==> config.mk <==
export PLATFORM = sky130hd
export DESIGN_NAME = sprite_ram_dma_flat
export DESIGN_NICKNAME = d
export VERILOG_FILES = /design/src/rtl/comet_pkg.sv /design/src/rtl/sprite_ram_dma_if.sv /design/src/rtl/sprite_ram_dma_vblank_edge.sv /design/src/rtl/sprite_ram_dma.sv /design/src/flat_wrapper.sv
export SDC_FILE = /design/constraint.sdc
export NUM_CORES = 1
export LEC_CHECK = 0
export CAP_MARGIN = 20
export CORE_MARGIN = 5
export CORE_UTILIZATION = 40
export CTS_BUF_LIST = sky130_fd_sc_hd__clkbuf_8
export DETAILED_ROUTE_END_ITERATION = 12
export DONT_BUFFER_PORTS = 1
export PLACE_DENSITY = 0.51
export SYNTH_ARGS = -nofsm -noshare
export SYNTH_HDL_FRONTEND = slang
export SYNTH_SLANG_ARGS = --single-unit
==> constraint.sdc <==
create_clock -name clk -period 2.65 [get_ports clk]
set_clock_uncertainty 0.05 [all_clocks]
set_input_delay 0.53 -clock clk [delete_from_list [all_inputs] [get_ports clk]]
set_output_delay 0.53 -clock clk [all_outputs]
set_load 0.01 [all_outputs]
==> src/rtl/comet_pkg.sv <==
// Shared sprite-subsystem constants: sprite RAM byte layout, the DMA register map
// and the DMA state encoding.
package comet_pkg;

  localparam int TABLE_BYTES    = 128;
  localparam int SPR_COUNT      = 32;
  localparam int SPR_ITEM_BYTES = 4;

  // Byte offsets inside one 4-byte sprite record and the bitfields they carry.
  localparam int SPR_OFS_ATTR = 0;
  localparam int SPR_OFS_YLO  = 1;
  localparam int SPR_OFS_IMG  = 2;
  localparam int SPR_OFS_XLO  = 3;
  localparam int SPR_EN_BIT   = 7;
  localparam int SPR_YHI_MSB  = 3;
  localparam int SPR_YHI_LSB  = 0;
  localparam int SPR_IMG_MSB  = 7;
  localparam int SPR_IMG_LSB  = 2;
  localparam int SPR_XHI_MSB  = 1;
  localparam int SPR_XHI_LSB  = 0;

  localparam logic [1:0] REG_SRC_LO = 2'd0;
  localparam logic [1:0] REG_SRC_HI = 2'd1;
  localparam logic [1:0] REG_CTRL   = 2'd2;
  localparam logic [1:0] REG_STATUS = 2'd3;

  localparam int CTRL_ARM_BIT = 0;
  localparam int CTRL_IMM_BIT = 1;

  localparam int STAT_BUSY_BIT    = 0;
  localparam int STAT_PENDING_BIT = 1;
  localparam int STAT_DONE_BIT    = 2;
  localparam int STAT_LATE_BIT    = 3;

  typedef enum logic [2:0] {
    ST_IDLE  = 3'd0,
    ST_ARMED = 3'd1,
    ST_REQ   = 3'd2,
    ST_COPY  = 3'd3,
    ST_DRAIN = 3'd4
  } dma_state_t;

  function automatic logic [7:0] pack_status(input logic busy, input logic pending,
                                             input logic done, input logic late);
    logic [7:0] s;
    s                   = 8'h00;
    s[STAT_BUSY_BIT]    = busy;
    s[STAT_PENDING_BIT] = pending;
    s[STAT_DONE_BIT]    = done;
    s[STAT_LATE_BIT]    = late;
    return s;
  endfunction

endpackage

==> src/rtl/sprite_ram_dma_if.sv <==
// Signal bundle of the sprite RAM DMA: CPU register port, work RAM bus, sprite RAM
// write port and vblank. master = the DMA block, slave = the surrounding system.
interface sprite_ram_dma_if;
  logic       vblank;
  logic       cpu_wr;
  logic       cpu_rd;
  logic [1:0] cpu_addr;
  logic [7:0] cpu_din;
  logic [7:0] cpu_dout;
  logic       dma_req;
  logic       dma_ack;
  logic [15:0] src_addr;
  logic [7:0] src_data;
  logic [6:0] spriteram_wr_addr;
  logic [7:0] spriteram_data_in;
  logic       spriteram_wr;

  modport master (
    input  vblank, cpu_wr, cpu_rd, cpu_addr, cpu_din, dma_ack, src_data,
    output cpu_dout, dma_req, src_addr, spriteram_wr_addr, spriteram_data_in, spriteram_wr
  );

  modport slave (
    output vblank, cpu_wr, cpu_rd, cpu_addr, cpu_din, dma_ack, src_data,
    input  cpu_dout, dma_req, src_addr, spriteram_wr_addr, spriteram_data_in, spriteram_wr
  );
endinterface

==> src/rtl/sprite_ram_dma_vblank_edge.sv <==
// Edge detector on a level signal; keeps last cycle's level in a register and flags
// rising/falling transitions in the cycle the new level is first seen.
module vblank_edge (
  input  logic clk,
  input  logic reset,
  input  logic level,
  output logic rise,
  output logic fall
);
  logic prev_r;

  // Previous-cycle copy of the monitored level.
  always_ff @(posedge clk) begin
    if (!reset) begin
      prev_r <= 1'b0;
    end else begin
      prev_r <= level;
    end
  end

  assign rise = level & ~prev_r;
  assign fall = ~level & prev_r;
endmodule

==> src/rtl/sprite_ram_dma.sv <==
// Copies the 128-byte sprite shadow table from work RAM into sprite RAM, one byte per
// clock, once armed by the CPU and (unless immediate) on the next vblank rising edge.
module sprite_ram_dma
  import comet_pkg::*;
(
  input logic              clk,
  input logic              reset,
  sprite_ram_dma_if.master bus
);
  localparam logic [6:0] LAST_IDX = 7'(TABLE_BYTES - 1);

  dma_state_t  state_r;
  logic [6:0]  count_r;
  logic [15:0] src_addr_r;
  logic [7:0]  src_lo_r;
  logic [7:0]  src_hi_r;
  logic        dma_req_r;
  logic        wr_r;
  logic [6:0]  wr_addr_r;
  logic        pending_r;
  logic        done_r;
  logic        late_r;

  logic        rise_s;
  logic        fall_s;
  logic        arm_s;
  logic        imm_s;
  logic        stat_rd_s;
  logic        busy_s;
  logic        issue_s;
  logic        in_xfer_s;
  logic [7:0]  cpu_dout_s;

  vblank_edge u_vblank_edge (
    .clk   (clk),
    .reset (reset),
    .level (bus.vblank),
    .rise  (rise_s),
    .fall  (fall_s)
  );

  assign arm_s     = bus.cpu_wr && (bus.cpu_addr == REG_CTRL) && bus.cpu_din[CTRL_ARM_BIT];
  assign imm_s     = bus.cpu_din[CTRL_IMM_BIT];
  assign stat_rd_s = bus.cpu_rd && (bus.cpu_addr == REG_STATUS);
  assign busy_s    = (state_r != ST_IDLE);
  assign issue_s   = (state_r == ST_COPY) && bus.dma_ack;
  assign in_xfer_s = (state_r == ST_REQ) || (state_r == ST_COPY) || (state_r == ST_DRAIN);

  // Transfer sequencer; src_addr_r is the working copy of base + count.
  always_ff @(posedge clk) begin
    if (!reset) begin
      state_r    <= ST_IDLE;
      dma_req_r  <= 1'b0;
      count_r    <= 7'd0;
      src_addr_r <= 16'h0000;
      pending_r  <= 1'b0;
    end else begin
      // Only one further transfer can be queued; extra arms are absorbed.
      if (arm_s && busy_s) begin
        pending_r <= 1'b1;
      end
      case (state_r)
        ST_IDLE: begin
          if (arm_s) begin
            if (imm_s) begin
              state_r   <= ST_REQ;
              dma_req_r <= 1'b1;
            end else begin
              state_r <= ST_ARMED;
            end
          end
        end
        ST_ARMED: begin
          if (rise_s) begin
            state_r   <= ST_REQ;
            dma_req_r <= 1'b1;
          end
        end
        ST_REQ: begin
          if (bus.dma_ack) begin
            state_r    <= ST_COPY;
            count_r    <= 7'd0;
            src_addr_r <= {src_hi_r, src_lo_r};
          end
        end
        ST_COPY: begin
          if (issue_s) begin
            count_r    <= count_r + 7'd1;
            src_addr_r <= src_addr_r + 16'd1;
            if (count_r == LAST_IDX) begin
              state_r <= ST_DRAIN;
            end
          end
        end
        ST_DRAIN: begin
          // An arm landing on this same cycle counts as the queued transfer.
          dma_req_r <= 1'b0;
          pending_r <= 1'b0;
          state_r   <= (pending_r || arm_s) ? ST_ARMED : ST_IDLE;
        end
        default: begin
          state_r   <= ST_IDLE;
          dma_req_r <= 1'b0;
          pending_r <= 1'b0;
        end
      endcase
    end
  end

  // Sprite RAM write stage, one cycle behind the issued read.
  always_ff @(posedge clk) begin
    if (!reset) begin
      wr_r      <= 1'b0;
      wr_addr_r <= 7'd0;
    end else begin
      wr_r <= issue_s;
      if (issue_s) begin
        wr_addr_r <= count_r;
      end
    end
  end

  // CPU-visible source registers and sticky status; a set beats a clearing read.
  always_ff @(posedge clk) begin
    if (!reset) begin
      src_lo_r <= 8'h00;
      src_hi_r <= 8'h00;
      done_r   <= 1'b0;
      late_r   <= 1'b0;
    end else begin
      if (bus.cpu_wr && (bus.cpu_addr == REG_SRC_LO)) begin
        src_lo_r <= bus.cpu_din;
      end
      if (bus.cpu_wr && (bus.cpu_addr == REG_SRC_HI)) begin
        src_hi_r <= bus.cpu_din;
      end
      done_r <= (state_r == ST_DRAIN) || (done_r && !stat_rd_s);
      late_r <= (fall_s && in_xfer_s) || (late_r && !stat_rd_s);
    end
  end

  // Register read mux.
  always_comb begin
    cpu_dout_s = 8'h00;
    case (bus.cpu_addr)
      REG_SRC_LO: cpu_dout_s = src_lo_r;
      REG_SRC_HI: cpu_dout_s = src_hi_r;
      REG_CTRL:   cpu_dout_s = 8'h00;
      REG_STATUS: cpu_dout_s = pack_status(busy_s, pending_r, done_r, late_r);
      default:    cpu_dout_s = 8'h00;
    endcase
  end

  assign bus.cpu_dout          = cpu_dout_s;
  assign bus.dma_req           = dma_req_r;
  assign bus.src_addr          = src_addr_r;
  assign bus.spriteram_wr      = wr_r;
  assign bus.spriteram_wr_addr = wr_addr_r;
  assign bus.spriteram_data_in = wr_r ? bus.src_data : 8'h00;
endmodule

==> src/flat_wrapper.sv <==
// flat-port wrapper written by rule: the top's interface ports become plain ports
module sprite_ram_dma_flat import comet_pkg::*;
  (clk, reset, bus_vblank, bus_cpu_wr, bus_cpu_rd, bus_cpu_addr, bus_cpu_din, bus_dma_ack, bus_src_data, bus_cpu_dout, bus_dma_req, bus_src_addr, bus_spriteram_wr_addr, bus_spriteram_data_in, bus_spriteram_wr);
  sprite_ram_dma_if bus_i ();
  input logic clk;
  input logic reset;
  input wire logic [$bits(bus_i.vblank)-1:0] bus_vblank;
  input wire logic [$bits(bus_i.cpu_wr)-1:0] bus_cpu_wr;
  input wire logic [$bits(bus_i.cpu_rd)-1:0] bus_cpu_rd;
  input wire logic [$bits(bus_i.cpu_addr)-1:0] bus_cpu_addr;
  input wire logic [$bits(bus_i.cpu_din)-1:0] bus_cpu_din;
  input wire logic [$bits(bus_i.dma_ack)-1:0] bus_dma_ack;
  input wire logic [$bits(bus_i.src_data)-1:0] bus_src_data;
  output wire logic [$bits(bus_i.cpu_dout)-1:0] bus_cpu_dout;
  output wire logic [$bits(bus_i.dma_req)-1:0] bus_dma_req;
  output wire logic [$bits(bus_i.src_addr)-1:0] bus_src_addr;
  output wire logic [$bits(bus_i.spriteram_wr_addr)-1:0] bus_spriteram_wr_addr;
  output wire logic [$bits(bus_i.spriteram_data_in)-1:0] bus_spriteram_data_in;
  output wire logic [$bits(bus_i.spriteram_wr)-1:0] bus_spriteram_wr;
  assign bus_i.vblank = bus_vblank;
  assign bus_i.cpu_wr = bus_cpu_wr;
  assign bus_i.cpu_rd = bus_cpu_rd;
  assign bus_i.cpu_addr = bus_cpu_addr;
  assign bus_i.cpu_din = bus_cpu_din;
  assign bus_i.dma_ack = bus_dma_ack;
  assign bus_i.src_data = bus_src_data;
  assign bus_cpu_dout = bus_i.cpu_dout;
  assign bus_dma_req = bus_i.dma_req;
  assign bus_src_addr = bus_i.src_addr;
  assign bus_spriteram_wr_addr = bus_i.spriteram_wr_addr;
  assign bus_spriteram_data_in = bus_i.spriteram_data_in;
  assign bus_spriteram_wr = bus_i.spriteram_wr;
  sprite_ram_dma u_core (.clk(clk), .reset(reset), .bus(bus_i));
endmodule
Word-level counts from Yosys, hierarchy flattened
Index checks and enable logic that the tools add are counted.
Storage, ports and cells
  register bits after elaboration: 55
  input bits: 24
  word-level logic and storage cells: 79
Operators by class
  $add $sub $neg: 2
  equal/unequal tests: 14
  mux-type cells: 20
  bitwise operators: 5
  reductions and logical operators: 26
Operators by type and width (count)
  16-bit 2-to-1 mux: 2
  16-bit case mux with 2 select lines: 1
  8-bit case mux with 4 select lines: 1
  16-bit by 1-bit adder with 16-bit output, second input constant: 1
  3-bit 2-to-1 mux: 5
  3-bit case mux with 5 select lines: 1
  7-bit 2-to-1 mux: 2
  7-bit case mux with 2 select lines: 1
  1-bit logical AND: 10
  8-bit 2-to-1 mux: 1
  7-bit by 1-bit adder with 7-bit output, second input constant: 1
  7-bit equality test, second input constant: 1
  3-bit by 2-bit equality test with 1-bit output, second input constant: 2
  2-bit by 1-bit inequality test with 1-bit output, second input constant: 3
  2-bit inequality test, second input constant: 3
  1-bit logical OR: 5
  5-bit AND reduction: 1
  2-bit equality test, second input constant: 2
  1-bit 2-to-1 mux: 4
  4-bit AND reduction: 1
  4-bit OR reduction: 1
  3-bit by 1-bit equality test with 1-bit output, second input constant: 1
  3-bit equality test, second input constant: 1
  3-bit zero test: 1
  other kinds (12): 15

Longest topological paths before layout
  depth in word-level cells: 6
  mapped depth: 6
  depth with buffers taken out: 5

By module
A second synthesis with hierarchy kept.
Second synthesis, totals
  cells, all modules: 341
  area, all modules: 2772.7 sq um
By module, submodules not included
  sprite_ram_dma: instances 1, cells each 337, area an instance 2733.9 sq um
  vblank_edge: instances 1, cells each 4, area an instance 38.8 sq um

Least setup slack after synthesis
No wires, ideal clock.
  path type: input to output
  start: input port bus_cpu_addr[0]
  end: output port bus_cpu_dout[0]
  arrival time: 1.362 ns
  data required time: 2.070 ns
  path slack: 0.708 ns
  stages on the path: 4
  path buffers: 2
  cell sequence: clkbuf_1 > buf_2 > mux2i_1 > o22ai_1
On the way
  cells in the longest elaborated chain, start to end: 2
  elaborated cells on any way between the ends: 5
Ends and longest elaborated chain
  start: declaration: RTL line flat_wrapper.sv:10  | input wire logic [$bits(bus_i.cpu_addr)-1:0] bus_cpu_addr;
  2-bit equality test (tied with other cells): RTL line sprite_ram_dma.sv:145  | case (bus.cpu_addr)
  8-bit case mux with 4 select lines (*): RTL line sprite_ram_dma.sv:145
  end: declaration: RTL line flat_wrapper.sv:14  | output wire logic [$bits(bus_i.cpu_dout)-1:0] bus_cpu_dout;
Every way passes the cells marked *; elsewhere a longest branch is shown, timed or not.

Final worst setup path
  start: register u_core.state_r[0]
  end: output port bus_cpu_dout[0]
On the way
  cells in the longest elaborated chain, start to end: 2
Ends and longest elaborated chain
  start: declaration: RTL line sprite_ram_dma.sv:12  | dma_state_t state_r;
  start signal: assignment: RTL line sprite_ram_dma.sv:99  | state_r <= (pending_r || arm_s) ? ST_ARMED : ST_IDLE;
  3-bit nonzero test: RTL line sprite_ram_dma.sv:45  | assign busy_s = (state_r != ST_IDLE);
  8-bit case mux with 4 select lines: RTL line sprite_ram_dma.sv:145
No other way between the ends.

==> impl_metrics.yaml <==
clock_network:
  root_buffer: "clkbuf_8"
  cts_buffers: 5
  cts_resized: 0
  clockBufferDepth: 2
  cts_max_level: 2
  clkLatencyLatePin_ps: 300
  cts_setup_buffers: 0
  cts_tree: "yes"
  holdBufCountCts: 0
  clk_pin_slew_ps: 100
  cts_num_sinks: 55
job:
  maxCapViolCount: 0
grt:
  grt_pass1_wl_um: 12300
  grt_pass1_vias: 2324
  grt_max_degree: 24
  grt_use_total: 0.175
  antenna_found_initial: 0
  overflow: 0
final_layout:
  final_nets: 367
  fin_area_mm2: 0.00301
  fillers: 722
  seqCellArea_mm2: 0.00110
  instances_no_fill: 438
  mostFrequentLayoutCells: "dfxtp_1 (55), nand2_1 (36), nor2_1 (35), a21oi_1 (32), mux2i_1 (26)"
  multi_input_area_mm2: 0.00160
  diodes: 0
  drive_above_1_share: 0.0526
  synthToLayoutAreaGrowth_pct: 6.41
  final_common_cell: "dfxtp_1"
power_and_ir_drop:
  peakVddDrop_mv: 0.233
  p_per_area_mw_per_mm2: 473
  leakagePower_nw: 1.04
routing:
  drc: 0
  wl_per_cell_um: 17.3
  via_per_inst: 5.62
  ant_nets: 0
  vias: 2460
  drt-pass1-iter-count: 5
  drt-initial-drc-count: 90
  drt_wl_total_um: 7570
floorplanning:
  ios: 65
  fp.dieH_um: 94.1
  coreArea_mm2: 0.00683
  initial_core_util: 0.414
  fp.dieArea_mm2: 0.00885
  die_w_um: 94.1
  rows: 30
sta:
  tightest_slew_ps: 603
  setup_slack_ps: 515
  max_freq_mhz: 468
  fin_tns_setup_ps: 0
  hold_violations: 0
  maxSlewHeadroom: 0.598
  period_share: 0.806
  fin_crit_ps: 2140
  drv_slew: 0
  rsz0062_at_grt: "false"
  setup_viol: 0
min_path:
  min_path_type: "in -> reg"
yosys:
  syn_area_per_cell_um2: 8.11
  postSynth.asyncResetShare: 0
  yosysUniqueCellTypes: 46
  synthFlopType: "dfxtp_1"
  syn_nets: 375
  synth.ff_latch_count: 55
  synth_edf_count: 0
  yosys_warnings: 0
  ys_seq_area_frac: 0.389
  syn-instance-count: 349
  synth_area_mm2: 0.00283
critical_path:
  worst-path-max-fanout: 16
  cp-end-kind: "primary output"
  critPathLaunchType: "flip-flop"
  arrival_ps: 1560
  crit_required_ps: 2070
  path_class: "reg -> out"
place:
  gp_congestion: 0.818
  dpl_cell_area_mm2: 0.00292
  pre_cts_ws_ps: 685
  numPortBuffers: 0
  dp_cells: 430
  dpl.hpwl_um: 5470
run_status:
  status: "completed"
## cells in the mapped netlist, drive strengths merged, types with 2 or more instances
cell    count  share of area
nand3b      7          0.019
nor3        5         0.0088
nor2       35          0.046
inv         6         0.0080
nand2b      2         0.0044
mux2i      26          0.092
and3        4         0.0088
a21oi      32          0.057
or3         3         0.0066
a211oi      4          0.011
nand4b      4          0.012
nand4       6          0.013
buf         9          0.016
nor2b       5          0.011
a311oi      2         0.0062
nor3b       9          0.024
o21ai      14          0.025
o211ai      2         0.0053
a31oi       4         0.0088
clkbuf     15          0.020
ha          2         0.0088
dfxtp      55           0.39
a21o        2         0.0053
and3b       3         0.0093
o221ai      2         0.0062
nand2      36          0.048
o22ai       6          0.013
o211a       2         0.0071
nand3      17          0.035
nor4        7          0.015
and2       10          0.022
## area by class of cell
class | count | area share
Clock inverter | 2 | 0.00416
Inverter | 6 | 0.00748
Timing Repair Buffer | 9 | 0.0224
Tap cell | 96 | 0.0399
Multi-Input combinational cell | 264 | 0.533
Sequential cell | 55 | 0.366
Clock buffer | 6 | 0.0274
## sequential cells by signal, indices dropped and copies added, names as in the netlist
| register | cells |
|---|---|
| u_core.bus.dma_req | 1 |
| u_core.bus.spriteram_wr | 1 |
| u_core.bus.spriteram_wr_addr | 7 |
| u_core.bus.src_addr | 16 |
| u_core.count_r | 7 |
| u_core.done_r | 1 |
| u_core.late_r | 1 |
| u_core.pending_r | 1 |
| u_core.src_hi_r | 8 |
| u_core.src_lo_r | 8 |
| u_core.state_r | 3 |
| u_core.u_vblank_edge.prev_r | 1 |
## power breakdown
group          leakage [nW]  switching [mW]  internal, mW
combinational         0.543          0.0445        0.0342
sequential            0.445          0.0163         0.839
clock                0.0526           0.277         0.211
## through the flow
step / utilization / hold WS (ps) / total power [mW]
global placement: 0.427 / 403 / 0.953
finish: 0.441 / 283 / 1.42
floorplan: - / 382 / 0.942
global route: 0.441 / 273 / 1.48
detailed placement: 0.427 / 407 / 0.953
CTS: 0.441 / 268 / 1.45
## final timing paths
kind	startpoint	to	slack, ps	cells after the start
hold reg to reg	u_core.late_r$_SDFF_PN0_	u_core.late_r$_SDFF_PN0_	420	2
hold / removal	reset	u_core.state_r[0]$_SDFFE_PN0P_	280	2
setup reg to reg	u_core.bus.src_addr[0]$_SDFFE_PN0P_	u_core.bus.src_addr[14]$_SDFFE_PN0P_	640	5
setup / recovery	u_core.state_r[0]$_SDFFE_PN0P_	bus_cpu_dout[0]	510	3
## worst max-delay path, stage by stage, from the launching register on
cell,delay (ps)
dfxtp_1,550
buf_4,290
nor3_1,110
o22ai_1,300
## cells by family after synthesis
group | after synthesis | share of synthesized area
adder cells (fa/ha/maj) | 2 | 0.00884
flip-flops | 55 | 0.389
multiplexers | 26 | 0.0920
buffers and inverters | 30 | 0.0438
AO/OA/AOI/OAI | 79 | 0.171
AND/OR/NAND/NOR | 157 | 0.295
## layer usage
metal	wire (um)	track usage	vias up
met3	524	0.0417	2
met1	3580	0.241	1139
met5	0	0	-
li1	-	-	1251
met2	3430	0.277	68
met4	29	0.0361	0
No activity file was read; power rests on OpenSTA's default activity.
